File: config.mk
export PLATFORM = sky130hd
export DESIGN_NAME = decoder_scan_reg
export DESIGN_NICKNAME = d
export VERILOG_FILES = /design/src/rtl/decoder_scan_reg.sv
export SDC_FILE = /design/constraint.sdc
export NUM_CORES = 1
export LEC_CHECK = 0
export ABC_AREA = 1
export CORE_AREA = 5 5 42 44
export DETAILED_ROUTE_END_ITERATION = 7
export DIE_AREA = 0 0 47 49
export GPL_ROUTABILITY_DRIVEN = 0
export SYNTH_ARGS = -nofsm -noshare
export SYNTH_HDL_FRONTEND = slang
export SYNTH_SLANG_ARGS = --single-unit
export TNS_END_PERCENT = 20
File: constraint.sdc
create_clock -name clk -period 1.99 [get_ports clk]
set_input_delay 0.398 -clock clk [delete_from_list [all_inputs] [get_ports clk]]
set_output_delay 0.398 -clock clk [all_outputs]
set_load 0.01 [all_outputs]
File: src/rtl/decoder_scan_reg.sv
// Registered SEL_W-to-2^SEL_W one-hot decoder with valid/ready input and optional auto-scan.
// Define DECODER_SCAN_EN to compile in the SCAN state, step divider and mode input.
module decoder_scan_reg #(
    parameter int SEL_W    = 2,
    parameter int SCAN_DIV = 4
) (
    input  logic                    clk,
    input  logic                    rst_n,
    input  logic                    en,
    input  logic                    mode,
    input  logic                    in_valid,
    input  logic [SEL_W-1:0]        sel,
    output logic                    in_ready,
    output logic [(1<<SEL_W)-1:0]   y,
    output logic                    out_valid,
    output logic [SEL_W-1:0]        cur_idx
);

    localparam int OUT_N = 1 << SEL_W;

    typedef enum logic [1:0] {
        IDLE   = 2'd0,
        DIRECT = 2'd1,
        SCAN   = 2'd2
    } state_t;

    state_t state_q, state_d;
    logic   mode_eff;

    function automatic logic [OUT_N-1:0] one_hot(input logic [SEL_W-1:0] idx);
        logic [OUT_N-1:0] v;
        v      = '0;
        v[idx] = 1'b1;
        return v;
    endfunction

`ifdef DECODER_SCAN_EN
    localparam int DIV_W = (SCAN_DIV > 1) ? $clog2(SCAN_DIV) : 1;

    logic [DIV_W-1:0] div_q;
    logic             div_tc;

    assign mode_eff = mode;
    assign div_tc   = (div_q == DIV_W'(SCAN_DIV - 1));

    // Divider only runs while staying in SCAN; any entry or other state restarts it at 0.
    always_ff @(posedge clk or negedge rst_n) begin
        if (!rst_n) begin
            div_q <= '0;
        end else if (state_d == SCAN && state_q == SCAN && !div_tc) begin
            div_q <= div_q + DIV_W'(1);
        end else begin
            div_q <= '0;
        end
    end
`else
    logic unused_cfg;

    assign mode_eff   = 1'b0;
    assign unused_cfg = mode ^ (SCAN_DIV > 0);
`endif

    // NOTE: every always_comb output gets a default first so no path can infer a latch.
    always_comb begin
        state_d = IDLE;
        if (en) begin
            state_d = mode_eff ? SCAN : DIRECT;
        end
    end

    // NOTE: sequential state uses non-blocking assignments so all registers update together.
    always_ff @(posedge clk or negedge rst_n) begin
        if (!rst_n) begin
            state_q <= IDLE;
        end else begin
            state_q <= state_d;
        end
    end

    // The handshake follows the registered state, never the raw mode pin.
    assign in_ready = (state_q == DIRECT);

    // Outputs react to the state being entered on this edge, so a transition and its
    // effect on y land on the same clock.
    always_ff @(posedge clk or negedge rst_n) begin
        if (!rst_n) begin
            y         <= '0;
            out_valid <= 1'b0;
            cur_idx   <= '0;
        end else begin
            case (state_d)
                IDLE: begin
                    y         <= '0;
                    out_valid <= 1'b0;
                end
                DIRECT: begin
                    if (in_ready && in_valid) begin
                        y         <= one_hot(sel);
                        cur_idx   <= sel;
                        out_valid <= 1'b1;
                    end else begin
                        out_valid <= 1'b0;
                    end
                end
`ifdef DECODER_SCAN_EN
                SCAN: begin
                    if (state_q != SCAN) begin
                        y         <= one_hot('0);
                        cur_idx   <= '0;
                        out_valid <= 1'b1;
                    end else if (div_tc) begin
                        // Index width is exactly log2(OUT_N), so the add wraps OUT_N-1 -> 0.
                        y         <= one_hot(cur_idx + SEL_W'(1));
                        cur_idx   <= cur_idx + SEL_W'(1);
                        out_valid <= 1'b1;
                    end else begin
                        out_valid <= 1'b0;
                    end
                end
`endif
                default: begin
                    out_valid <= 1'b0;
                end
            endcase
        end
    end

endmodule

## After elaboration in Yosys (flattened, before gate mapping)

Cells that the tools add are included.

| word-level totals | value |
|---|---|
| logic and storage cells | 22 |
| output and inout port bits | 8 |
| register bits | 8 |

| cells by class | value |
|---|---|
| equality and inequality tests | 3 |
| mux-type cells | 7 |
| reductions and logical operators | 6 |
| $lt $le $gt $ge | 2 |

Operators with widths:

| operator | number |
|---|---|
| case mux 4 bit (2 select lines) | 1 |
| 2-to-1 mux 1 bit | 4 |
| 2-to-1 mux 4 bit | 1 |
| AND reduction 2 bit | 2 |
| less-than comparator 2 x 3 -> 1 bit (second input constant) | 1 |
| demux 1 bit (select 2 bit) | 1 |
| equality test 1 bit (second input constant) | 2 |
| >= comparator 2 x 1 -> 1 bit (second input constant) | 1 |
| logical AND 1 bit | 2 |
| logical NOT 2 bit | 1 |
| inequality test 2 bit (second input constant) | 1 |
| nonzero test 2 bit | 1 |

## Logic depth before layout (Yosys ltp)

| logic depth | value |
|---|---|
| word-level depth | 6 |
| depth in mapped cells | 4 |

## Worst setup path after synthesis

No wires, ideal clock.

| timing | value |
|---|---|
| kind | flip-flop to output port |
| from | register state_q[0] |
| to | output in_ready |
| stages on the path, launching flop included | 1 |
| path buffers | 0 |
| required time | 1.592 ns |
| arrival time | 0.410 ns |
| setup slack | 1.182 ns |
| cell sequence | dfrtp_1 |

| on the way | value |
|---|---|
| longest elaborated chain between the ends | 1 |

RTL lines:

| element | RTL line | RTL |
|---|---|---|
| start, declared | 27 | `state_t state_q, state_d;` |
| start signal, assigned | 76 | `state_q <= state_d;` |
| equality test 1 bit | 81 | `assign in_ready = (state_q == DIRECT);` |
| end, declared | 13 | `output logic in_ready,` |

No other way between the ends.

## Final worst setup path

Same ends and word-level chain as after synthesis.

==> summary.txt <==
Flow run
  • Max Cap Violations: 0

Drt
  • Vias: 271
  • Drt drc: 0
  • Post-route ant nets: 0
  • First-pass DRT Iterations: 2
  • Mean routed wirelength per cell: 11.3 um
  • Final WL: 734 um
  • DR vias/cell: 4.17
  • Detailed Route Iter0 Violations: 5

Setup path
  • Crit path DAT: 1200 ps
  • Required @ worst endpoint: 1590 ps
  • Total stage count of the critical path: 1
  • Crit path max fanout: 3
  • Worst path max stage delay: 550 ps
  • Crit path max-delay family: buffers and inverters
  • Crit-path slowest cell: clkdlybuf4s50_1
  • CP Class: reg2out
  • Startpoint types: flip-flop
  • R2r setup slk: 1180 ps
  • FF-to-FF End: y[0]$_DFFE_PN0P_
  • Reg2reg start: state_q[0]$_DFF_PN0_
  • Crit. End Element: output pin
  • CP Buf/Inv Count: 1
  • Reg2reg path depth: 4
  • CP Cell Sequence: clkdlybuf4s50_1

Timing
  • Slew margin rel.: 0.757
  • Final critical-path share of the clock period: 0.802
  • RSZ-0062 raised after global routing: false
  • Post-route setup slack: 395 ps
  • Setup_tns: 0 ps
  • Fmax: 0.627 GHz
  • Final Critical Period: 1600 ps
  • # setup viols final: 0
  • Clock skew: 0.954 ps
  • Final Hold Fails: 0
  • Slew @ Worst Pin: 364 ps
  • Slew Viols, Final: 0

Synthesis
  • Syn Std Cell Area: 319 um2
  • Cell count after synthesis: 33
  • Post-synthesis register bit count: 8
  • Synth Net Count: 40
  • Avg Cell Area, Syn: 9.67 um2
  • Synth cell types: 10
  • Seq/Total Area, Yosys: 0.627
  • YS warnings: 0

Pwr
  • Combinational power share: 0.167
  • PD cells: 748 nW/um2
  • Int Pwr: 0.276 mW
  • Sw frac: 0.250
  • Net switching power of the design: 0.0919 mW
  • Leakage power: 0.228 nW
  • Maximum VDD drop: 0.232 mV
  • Sequential Power Share: 0.488
  • Clk pwr share: 0.345

Outcome
  • Status: complete, no violations

Final layout
  • Final core utilization: 0.351
  • Fillers: 156
  • Fin area: 492 um2
  • Share of cells above drive strength 1: 0.143
  • Finished Layout Cells: 65
  • Synthesis-to-finish area growth: 54.1%
  • Layout Nets: 58
  • # diodes: 0

Floorplanning
  • Core ar.: 1400 um2
  • Die area: 2300 um2
  • Die span in y: 49 um
  • Top Ports: 15
  • Die W: 47 um
  • Rows: 14
  • Initial core utilization: 0.228

Clock tree
  • TritonCTS clock tree: yes
  • Setup Fix Bufs, Post-CTS: 0
  • Clk buf depth: 2
  • Clock transition at path regs: 50 ps
  • Clock latency on the worst-skew pair: 260 ps
  • CTS Hold Bufs: 0
  • Num CTS Buffers: 3
  • Clock sinks: 8
  • Clk root buf: clkbuf_4
  • Post-cts sizing count: 0
  • CTS H-tree lvls: 1

Place
  • # port buffers: 13
  • Post-DP Area: 469 um2
  • Post-place setup slack: 528 ps
  • Dpl cells: 62
  • Detailed-placement wirelength estimate: 528 um

Min path
  • Hold/Removal Path Class: in2async

Global route
  • Number of global-route vias before repair: 262
  • GR Overflow Total: 0
  • GR Util All Layers: 0.0738
  • Largest net degree at the start of global routing: 9
  • Number of antenna violations at the first check in global routing: 0
  • First-pass GRT wire length: 1.19 mm
==> cell usage after synthesis <==
cell,number,area share
nand2_1,11,0.13
nand2_2,1,0.020
nor2_4,1,0.035
inv_2,1,0.012
nand3_1,4,0.063
nand3_2,1,0.031
nor2_1,1,0.012
dfrtp_1,8,0.63
o21ai_1,3,0.047
inv_1,2,0.024
==> power groups by stage <==
stage                     Combinational, mW  Sequential, mW  Clock (mW)
final                                0.0613           0.179       0.127
after CTS                            0.0624           0.179       0.132
after global routing                 0.0676           0.181       0.140
after detailed placement             0.0620           0.182           0
after floorplan                      0.0149           0.187           0
after global placement               0.0617           0.182           0
==> routing by layer <==
layer,track usage,wire length [um],vias up,part of all wire
li1,-,-,140,-
met1,0.108,361,118,0.49
met2,0.0837,274,11,0.37
met3,0.0258,77,2,0.10
met4,0.0553,21,0,0.029
met5,0,0,-,0
==> state kept, by name (all words and copies together) (netlist names) <==
signal	cells
cur_idx	2
out_valid	1
state_q	1
y	4
==> how the worst max path moves through the flow <==
| stage | startpoint | end | slack, ps |
|---|---|---|---|
| 3_3_place_gp | en | cur_idx[1]$_DFFE_PN0P_ | 530 |
| 4_1_cts | state_q[0]$_DFF_PN0_ | in_ready | 380 |
| 2_1_floorplan | state_q[0]$_DFF_PN0_ | in_ready | 1180 |
| 6_report | state_q[0]$_DFF_PN0_ | in_ready | 390 |
| 3_5_place_dp | en | cur_idx[1]$_DFFE_PN0P_ | 530 |
| 5_1_grt | state_q[0]$_DFF_PN0_ | in_ready | 370 |
==> cell type report <==
class	count	area (um2)	area share
clock buffers	3	22.5	0.0458
inverters	3	11.3	0.0229
multi-input cells	22	108	0.219
flip-flops and latches	8	200	0.407
well taps	16	20.0	0.0407
repair buffers	13	130	0.265
==> metrics by stage <==
step / hold slack (ps) / total power, mW
4_1_cts: 429 / 0.374
5_1_grt: 460 / 0.388
3_3_place_gp: 468 / 0.244
3_5_place_dp: 469 / 0.244
2_1_floorplan: 102 / 0.202
6_report: 417 / 0.368
==> cells by family after synthesis <==
kind of cell	share of synthesized area
DFF	0.627
buffers and inverters	0.0353
AOI/OAI and AO/OA	0.0470
and+or+nand+nor	0.290
==> cell usage in the layout (no fill, tap or decap) <==
cell type,instances
inv_1,2
inv_2,1
clkdlybuf4s50_1,13
nand2_1,11
dfrtp_1,8
nand3_2,1
clkbuf_4,3
o21ai_1,3
nor2_4,1
nand3_1,4
nand2_2,1
nor2_1,1
No activity file was read; power rests on OpenSTA's default activity.
